===== src/rtl/somador_serial_param_if.sv =====
// somador_serial_param_if: request/result bundle for the serial adder.
//   master (requester): drives start, a, b, cin (and sub when SOMADOR_SUB_EN
//                       is defined); observes busy, done, sum, carry_out, overflow.
//   slave  (adder)    : the mirror image.
// Optional feature macro: SOMADOR_SUB_EN adds the sub (subtract select) signal.
interface somador_serial_param_if #(
  parameter int WIDTH = 8
);
  logic             start;
  logic [WIDTH-1:0] a;
  logic [WIDTH-1:0] b;
  logic             cin;
`ifdef SOMADOR_SUB_EN
  logic             sub;
`endif
  logic             busy;
  logic             done;
  logic [WIDTH-1:0] sum;
  logic             carry_out;
  logic             overflow;

`ifdef SOMADOR_SUB_EN
  modport master (output start, a, b, cin, sub,
                  input  busy, done, sum, carry_out, overflow);
  modport slave  (input  start, a, b, cin, sub,
                  output busy, done, sum, carry_out, overflow);
`else
  modport master (output start, a, b, cin,
                  input  busy, done, sum, carry_out, overflow);
  modport slave  (input  start, a, b, cin,
                  output busy, done, sum, carry_out, overflow);
`endif
endinterface


===== src/rtl/somador_serial_param.sv =====
// somador_serial_param: multi-cycle adder, CHUNK bits per clock, LSB chunk
// first, carry rippling between chunks through a carry register.
// Ports:
//   clk    in  rising-edge clock
//   rst_n  in  asynchronous active-low reset
//   bus    somador_serial_param_if.slave:
//            start/a/b/cin(/sub) in, busy/done/sum/carry_out/overflow out
// Parameters: WIDTH (operand width, >= 1), CHUNK (bits per cycle, divides WIDTH).
// Optional feature macro: SOMADOR_SUB_EN -- sub=1 computes a - b as a + ~b + 1
// (latched cin ignored). Undefined: add only, no sub signal.
module somador_serial_param #(
  parameter int WIDTH = 8,
  parameter int CHUNK = 1
) (
  input logic                  clk,
  input logic                  rst_n,
  somador_serial_param_if.slave bus
);
  localparam int NCH = WIDTH / CHUNK;
  localparam int CW  = (NCH > 1) ? $clog2(NCH) : 1;
  localparam logic [CW-1:0] LAST = CW'(NCH - 1);

  typedef enum logic [1:0] {IDLE, RUN, DONE} state_t;

  state_t           state;
  logic [WIDTH-1:0] a_r;
  logic [WIDTH-1:0] b_r;     // holds b' (already inverted for subtraction)
  logic             carry_r;
  logic [WIDTH-1:0] acc;
  logic [CW-1:0]    cnt;
  logic             busy_r;
  logic             done_r;
  logic [WIDTH-1:0] sum_r;
  logic             co_r;
  logic             ov_r;

  logic [WIDTH-1:0] b_in;
  logic             cin_in;

`ifdef SOMADOR_SUB_EN
  assign b_in   = bus.sub ? ~bus.b : bus.b;
  assign cin_in = bus.sub ? 1'b1   : bus.cin;
`else
  assign b_in   = bus.b;
  assign cin_in = bus.cin;
`endif

  // Current chunk sum and the accumulator as it will look after this edge;
  // the final edge copies acc_next straight into sum so the last chunk is
  // included without an extra cycle.
  int               idx;
  logic [CHUNK-1:0] a_ch;
  logic [CHUNK-1:0] b_ch;
  logic [CHUNK:0]   part;
  logic [WIDTH-1:0] acc_next;

  always_comb begin
    idx      = int'(cnt) * CHUNK;
    a_ch     = a_r[idx +: CHUNK];
    b_ch     = b_r[idx +: CHUNK];
    part     = {1'b0, a_ch} + {1'b0, b_ch} + {{CHUNK{1'b0}}, carry_r};
    acc_next = acc;
    acc_next[idx +: CHUNK] = part[CHUNK-1:0];
  end

  always_ff @(posedge clk or negedge rst_n) begin
    if (!rst_n) begin
      state   <= IDLE;
      a_r     <= '0;
      b_r     <= '0;
      carry_r <= 1'b0;
      acc     <= '0;
      cnt     <= '0;
      busy_r  <= 1'b0;
      done_r  <= 1'b0;
      sum_r   <= '0;
      co_r    <= 1'b0;
      ov_r    <= 1'b0;
    end else begin
      case (state)
        IDLE, DONE: begin
          done_r <= 1'b0;
          if (bus.start) begin
            a_r     <= bus.a;
            b_r     <= b_in;
            carry_r <= cin_in;
            acc     <= '0;
            cnt     <= '0;
            busy_r  <= 1'b1;
            state   <= RUN;
          end else begin
            state   <= IDLE;
          end
        end
        RUN: begin
          acc     <= acc_next;
          carry_r <= part[CHUNK];
          cnt     <= cnt + 1'b1;
          if (cnt == LAST) begin
            state  <= DONE;
            busy_r <= 1'b0;
            done_r <= 1'b1;
            sum_r  <= acc_next;
            co_r   <= part[CHUNK];
            ov_r   <= (a_r[WIDTH-1] == b_r[WIDTH-1]) &&
                      (acc_next[WIDTH-1] != a_r[WIDTH-1]);
          end
        end
        default: begin
          state  <= IDLE;
          busy_r <= 1'b0;
          done_r <= 1'b0;
        end
      endcase
    end
  end

  assign bus.busy      = busy_r;
  assign bus.done      = done_r;
  assign bus.sum       = sum_r;
  assign bus.carry_out = co_r;
  assign bus.overflow  = ov_r;
endmodule


===== src/flat_wrapper.sv =====
// flat-port wrapper written by rule: the top's interface ports become plain ports
module somador_serial_param_flat 
#(
  parameter int WIDTH = 8,
  parameter int CHUNK = 1
)
  (clk, rst_n, bus_start, bus_a, bus_b, bus_cin, bus_busy, bus_done, bus_sum, bus_carry_out, bus_overflow);
  somador_serial_param_if #(.WIDTH(WIDTH)) bus_i ();
  input logic clk;
  input logic rst_n;
  input wire logic [$bits(bus_i.start)-1:0] bus_start;
  input wire logic [$bits(bus_i.a)-1:0] bus_a;
  input wire logic [$bits(bus_i.b)-1:0] bus_b;
  input wire logic [$bits(bus_i.cin)-1:0] bus_cin;
  output wire logic [$bits(bus_i.busy)-1:0] bus_busy;
  output wire logic [$bits(bus_i.done)-1:0] bus_done;
  output wire logic [$bits(bus_i.sum)-1:0] bus_sum;
  output wire logic [$bits(bus_i.carry_out)-1:0] bus_carry_out;
  output wire logic [$bits(bus_i.overflow)-1:0] bus_overflow;
  assign bus_i.start = bus_start;
  assign bus_i.a = bus_a;
  assign bus_i.b = bus_b;
  assign bus_i.cin = bus_cin;
  assign bus_busy = bus_i.busy;
  assign bus_done = bus_i.done;
  assign bus_sum = bus_i.sum;
  assign bus_carry_out = bus_i.carry_out;
  assign bus_overflow = bus_i.overflow;
  somador_serial_param #(.WIDTH(WIDTH), .CHUNK(CHUNK)) u_core (.clk(clk), .rst_n(rst_n), .bus(bus_i));
endmodule

===== config.mk =====
export PLATFORM = sky130hd
export DESIGN_NAME = somador_serial_param_flat
export DESIGN_NICKNAME = d
export VERILOG_FILES = /design/src/rtl/somador_serial_param_if.sv /design/src/rtl/somador_serial_param.sv /design/src/flat_wrapper.sv
export SDC_FILE = /design/constraint.sdc
export NUM_CORES = 1
export LEC_CHECK = 0
export CAP_MARGIN = 30
export CELL_PAD_IN_SITES_DETAIL_PLACEMENT = 0
export CELL_PAD_IN_SITES_GLOBAL_PLACEMENT = 2
export CORE_MARGIN = 2
export CORE_UTILIZATION = 38
export CTS_BUF_LIST = sky130_fd_sc_hd__clkbuf_8
export DETAILED_ROUTE_END_ITERATION = 6
export MAX_ROUTING_LAYER = met4
export PLACE_DENSITY = 0.87
export SLEW_MARGIN = 0
export SYNTH_ARGS = -nofsm -noshare
export SYNTH_HDL_FRONTEND = slang
export SYNTH_SLANG_ARGS = --single-unit

===== constraint.sdc =====
create_clock -name clk -period 5.07 [get_ports clk]
set_input_delay 0.7605 -clock clk [delete_from_list [all_inputs] [get_ports clk]]
set_output_delay 0.7605 -clock clk [all_outputs]
set_load 0.05 [all_outputs]

==> reports/metrics.cfg, run 1 <==
[critical_path]
path_buf_inv = 0
slowest_stage = dfrtp_1
crit_type = register to register
crit_path_frequent_cell = nand2_1
cp_cell_sequence = mux4_1 -> nand2_1 -> nand2_1 -> fa_1 -> and3b_2 -> a32oi_1 -> a2111oi_2 -> a221o_1
startpoint_type = register
worst-path-stages = 8
startpoint = u_core.cnt[0]
endpoint = u_core.bus.overflow
worstReg2RegStart = u_core.cnt[0]
cp-end-kind = register
crit_arrival_ns = 3.25
crit_path_max_fanout = 15
timing.rr.end = u_core.bus.overflow
path_delay_family = flip-flops
regToRegSetupSlack_ns = 1.99
crit_required_ns = 5.24
critical-path-max-stage-delay_ns = 0.73
rr_worst_depth = 8

[global_route]
grt.busiest_layer = met2
grt_use_met3 = 0.0379
grt_pass1_wl_um = 7270
grt_pass1_vias = 1553
antenna_found_initial = 0
grt_usage = 0.158
grt_max_degree = 42
grtUsageMet2 = 0.264
met1_usage = 0.189
overflow = 0

[yosys]
netlist_top_cells_area = dfrtp_1, nand2_1, mux4_1
synth_most_common_cell = nand2_1
synthArstFlopShare = 1.00
ys_warn_count = 0
synth_largest_area_cell = dfrtp_1
synth.avg_cell_area_um2 = 9.87
synthesis.area_um2 = 2080
synth_flop_cell = dfrtp_1
syn_nets = 239
synth_top_area_frac = 0.493
synth_seq_cells = 41
synth_cells = 211
synth.distinct_cells = 44
synth_common_cells = nand2_1, dfrtp_1, o21ai_0
synth.yosys.seq_area_share = 0.493
synth-edff-count = 0

[floorplanning]
design.core.area_um2 = 5200
initial_core_util = 0.400
rows = 26
die_w_um = 78.0
dieArea_um2 = 6090
ios = 32
die_height_um = 78.0

[drt]
dr_total_vias = 1561
wl_um = 4270
via_per_inst = 5.00
ant_nets = 0
drt_iter0_drc = 61
wire_per_inst_um = 13.7
route.detailed.drc = 0
drt_pass1_iterations = 4

[power]
leakagePower_uw = 0.00117
pwr-share-comb = 0.522
power_uw = 1650
vdd_drop_max_uv = 186
p_seq_frac = 0.355
p_sw_uw = 747
swShare = 0.452
p_clk_frac = 0.122
powerDensity_nw_per_um2 = 655
internal-power_uw = 907

[place]
dpl_worst_slack_ns = 1.98
portBuffers = 31
dp_hpwl_um = 3000
routabilityCongestion = 0.843

[timing]
worst_slew_pin_slew_ns = 0.678
period_needed_ns = 3.08
fin_crit_sh = 0.607
layout_setup_ws_ns = 1.99
timing.fmax_ghz = 0.325
tns_ns = 0
slew_headroom = 0.548
rsz0062_at_grt = false
setup_viol = 0
drv_slew = 0
finalHoldViolCount = 0
fin_skew_ns = 0.00527

[clock_network]
cts_hold_buf = 0
cts_root_buf = clkbuf_8
insertion_delay_ns = 0.29
h-tree-depth = 2
cts_resized = 0
clkSlewWorstSetupHoldPaths_ns = 0.08
numCtsBuffers = 5
clk_path_buf_depth = 2
cts_tree = done
postCtsSetupRepairBufs = 0
clock-sinks = 41

[finish]
antennaDiodeCount = 0
final_core_util = 0.486
area_growth_pct = 21.4
nNetsFinal = 269
drive_above_1_share = 0.0868

[worst_hold_path]
hold_path.class = input pin to asynchronous set/reset pin

[status]
status = finished clean

[flow_run]
maxCapViolations = 0

[layer usage]
metal | share of wire | wire [µm]
met2 | 0.51 | 2190
met5 | 0 | 0
met3 | 0.030 | 126
met4 | 0.014 | 61
met1 | 0.44 | 1900
[worst register-to-register path, cell delays in order, from the launching register on]
cell,delay (ns)
dfrtp_1,0.73
mux4_1,0.62
nand2_1,0.09
nand2_1,0.07
fa_1,0.53
and3b_2,0.26
a32oi_1,0.28
a2111oi_2,0.11
a221o_1,0.26
[logic make-up (layout without fill, tap and decap cells)]
| logic type | after synthesis | count (layout) | synth area share |
|---|---|---|---|
| AO/OA/AOI/OAI | 37 | 37 | 0.118 |
| adder cells (fa/ha/maj) | 8 | 8 | 0.0517 |
| buffers and inverters | 16 | 47 | 0.0385 |
| flip-flops | 41 | 41 | 0.493 |
| multiplexers | 8 | 8 | 0.0703 |
| AND/OR/NAND/NOR | 101 | 101 | 0.228 |
[worst min-delay path by stage]
stage,from,to,slack (ns),depth (start not counted)
final,rst_n,u_core.acc[5],0.42,2
after global routing,rst_n,u_core.bus.sum[1],0.45,2
after CTS,u_core.a_r[5],u_core.a_r[5],0.48,2
after detailed placement,u_core.b_r[4],u_core.b_r[4],0.46,2
after global placement,u_core.b_r[4],u_core.b_r[4],0.46,2
after floorplan,u_core.a_r[1],u_core.a_r[1],0.44,2
[power by group through the flow]
stage / Clock [µW] / Sequential [µW] / Combinational, µW
floorplan: 0 / 674 / 562
global placement: 0 / 597 / 860
detailed placement: 0 / 598 / 869
CTS: 212 / 592 / 872
global route: 225 / 612 / 965
finish: 203 / 588 / 864
[state kept, by name (all words and copies together) (netlist names)]
| name | cells |
|---|---|
| u_core.a_r | 8 |
| u_core.acc | 8 |
| u_core.b_r | 8 |
| u_core.bus.busy | 1 |
| u_core.bus.carry_out | 1 |
| u_core.bus.overflow | 1 |
| u_core.bus.sum | 8 |
| u_core.carry_r | 1 |
| u_core.cnt | 3 |
| u_core.state | 2 |
[layout make-up]
cell class | instances | area, µm²
Fill cell | 537 | 2680
Sequential cell | 41 | 1030
Multi-Input combinational cell | 154 | 976
Timing Repair Buffer | 33 | 333
Tap cell | 70 | 87.6
Clock buffer | 5 | 68.8
Inverter | 6 | 22.5
Clock inverter | 3 | 13.8
[cell usage in the layout (no fill, tap or decap), drive strengths merged, types with 2 or more instances in the layout]
master          n
buf             3
nand2          72
o22ai           2
clkbuf          5
a32o            2
clkdlybuf4s50  30
dfrtp          41
clkinv          2
nand3           3
inv             7
nand2b          3
nor3b           3
nor2b           2
nor2            8
and3            2
a31oi           3
a21oi           3
mux2i           3
o21ai          19
mux4            4
ha              7
[per-stage QoR]
step / hold WS, ns / cells / cell area [µm²]
CTS: 0.479 / 311 / 2510
global route: 0.448 / 312 / 2530
detailed placement: 0.460 / 303 / 2420
finish: 0.416 / 312 / 2530
floorplan: 0.437 / 211 / 2080
global placement: 0.459 / 303 / 2420
Note: power is estimated with default switching activity, not from simulation.
==> run 2: changes to the inputs <==
--- a/config.mk
+++ b/config.mk
@@ -9,11 +9,11 @@
 export CELL_PAD_IN_SITES_DETAIL_PLACEMENT = 0
 export CELL_PAD_IN_SITES_GLOBAL_PLACEMENT = 2
 export CORE_MARGIN = 2
-export CORE_UTILIZATION = 38
+export CORE_UTILIZATION = 35
 export CTS_BUF_LIST = sky130_fd_sc_hd__clkbuf_8
 export DETAILED_ROUTE_END_ITERATION = 6
 export MAX_ROUTING_LAYER = met4
-export PLACE_DENSITY = 0.87
+export PLACE_DENSITY = 0.81
 export SLEW_MARGIN = 0
 export SYNTH_ARGS = -nofsm -noshare
 export SYNTH_HDL_FRONTEND = slang
==> constraint.sdc (replaced) <==
create_clock -name clk -period 3.1 [get_ports clk]
set_input_delay 0.465 -clock clk [delete_from_list [all_inputs] [get_ports clk]]
set_output_delay 0.465 -clock clk [all_outputs]
set_load 0.05 [all_outputs]
==> run 2 against run 1 <==
Net effect: first-iteration DRC count increased by 52%; non-clock buffer count increased by 3; worst hold slack got worse by 0.12 ns; sequential power increased by 59%; combinational power increased by 71%; design area increased by 1.4%; worst setup slack got worse by 1.7 ns; total power increased by 69%; critical path depth unchanged; fmax increased by 11%; critical path type unchanged; largest cell class unchanged; highest routed layer unchanged.
==> reports/metrics.cfg, run 2 (synthesized netlist as in run 1, its figures left out) <==
[status]
status = finished clean

[timing]
period_needed_ns = 2.77  ; -0.311 ns
slew_headroom = 0.385  ; -0.164
fin_skew_ns = 0.0127  ; +0.00744 ns
tns_ns = 0  ; unchanged
drv_slew = 0  ; unchanged
worst_slew_pin_slew_ns = 0.923  ; +0.245 ns
whs_ns = 0.298  ; -0.118 ns
fin_crit_sh = 0.893  ; +0.286
setup_viol = 0  ; unchanged
finalHoldViolCount = 0  ; unchanged
rsz0062_at_grt = false
timing.fmax_ghz = 0.361  ; +11%

[critical_path]
worstReg2RegStart = u_core.cnt[0]
startpoint_type = register
cp-end-kind = register
startpoint = u_core.cnt[0]
crit_path_max_fanout = 5  ; -10
crit_type = register to register
crit_arrival_ns = 3.00  ; -0.25 ns
endpoint = u_core.bus.overflow
timing.rr.end = u_core.bus.overflow
crit_required_ns = 3.34  ; -1.90 ns
regToRegSetupSlack_ns = 0.33  ; -1.66 ns
rr_worst_depth = 8  ; unchanged

[clock_network]
cts_root_buf = clkbuf_8
clock-sinks = 41  ; unchanged
postCtsSetupRepairBufs = 0  ; unchanged
cts_resized = 0  ; unchanged
numCtsBuffers = 5  ; unchanged
clkSlewWorstSetupHoldPaths_ns = 0.08  ; about the same
insertion_delay_ns = 0.30  ; about the same
cts_hold_buf = 0  ; unchanged
clk_path_buf_depth = 2  ; unchanged
cts_tree = done
h-tree-depth = 2  ; unchanged

[power]
power_uw = 2800  ; +69%
vdd_drop_max_uv = 423  ; +130%
leakagePower_uw = 0.00118  ; +1.2%
powerDensity_nw_per_um2 = 1090  ; +67%

[finish]
fillers = 578  ; +7.6%
area_growth_pct = 23.1
most-common-layout-cells = nand2_1, dfrtp_1, clkdlybuf4s50_1
antennaDiodeCount = 0  ; unchanged
layout_commonest_cell = nand2_1
drive_above_1_share = 0.102  ; +0.0153
final_area_um2 = 2560  ; +1.4%
nNetsFinal = 272  ; +1.1%
final_core_util = 0.438  ; -0.0476

[drt]
dr_total_vias = 1556  ; -0.32%
drt_pass1_iterations = 4  ; unchanged
drt_iter0_drc = 93  ; +52%
route.detailed.drc = 0  ; unchanged
ant_nets = 0  ; unchanged
wl_um = 4480  ; +5.0%
via_per_inst = 4.86  ; -2.8%
wire_per_inst_um = 14.0  ; +2.3%

[floorplanning]
die_w_um = 81.1  ; +4.0%
design.core.area_um2 = 5850  ; +12%
die_height_um = 81.1  ; +4.0%
rows = 28  ; +7.7%
dieArea_um2 = 6580  ; +8.1%
initial_core_util = 0.356  ; -0.0441
ios = 32  ; unchanged

[place]
dp_hpwl_um = 3170  ; +5.8%
place_area_um2 = 2460  ; +1.5%
routabilityCongestion = 0.783  ; -7.1%
portBuffers = 31  ; unchanged

[global_route]
antenna_found_initial = 0  ; unchanged
grt_usage = 0.159  ; about the same
grt_max_degree = 42  ; unchanged
grt_pass1_wl_um = 7660  ; +5.3%
grt_pass1_vias = 1598  ; +2.9%
overflow = 0  ; unchanged

[worst_hold_path]
hold_path.class = input pin to asynchronous set/reset pin

[flow_run]
maxCapViolations = 0  ; unchanged

run 2: cell type report:
cell class | count | area, µm² | share of cell area
flip-flops and latches | 41 | 1030 | 0.400
multi-input cells | 154 | 976 | 0.381
repair buffers | 36 | 343 | 0.134
clock buffers | 7 | 96.3 | 0.0376
well taps | 75 | 93.8 | 0.0366
inverters | 6 | 22.5 | 0.00879
clock inverters | 1 | 5.00 | 0.00195
run 2: critical path: stages, from the launching register on:
cell and delay (ns):
dfrtp_1 0.46, mux4_1 0.58, nand2_1 0.08, nand2_1 0.07, fa_1 0.58, and3b_2 0.24, a32oi_1 0.14, a2111oi_2 0.39
a221o_1 0.16
run 2: power by group:
part	internal, µW	total [µW]	switching (µW)
sequential	762	932	169
clock	201	388	186
combinational	596	1480	885
run 2: routing by layer:
metal,wire (µm),GRT usage,vias to the layer above
met4,76,0.0559,0
met3,220,0.0389,9
met1,2170,0.204,712
li1,-,-,790
met2,2010,0.245,45
met5,0,-,-
run 2: stage by stage:
stage | std cells | setup WS [ns]
detailed placement | 312 | 0.326
CTS | 320 | 0.315
floorplan | 211 | 0.392
finish | 320 | 0.332
global placement | 312 | 0.419
global route | 320 | 0.202
run 2: worst min path at each step:
stage	start	depth (start not counted)	endpoint	slack, ns
floorplan	rst_n	0	u_core.a_r[0]	0.17
global placement	u_core.a_r[5]	2	u_core.a_r[5]	0.46
detailed placement	u_core.b_r[4]	2	u_core.b_r[4]	0.46
CTS	rst_n	1	u_core.bus.sum[2]	0.33
global route	rst_n	1	u_core.bus.sum[6]	0.37
finish	rst_n	1	u_core.acc[6]	0.30
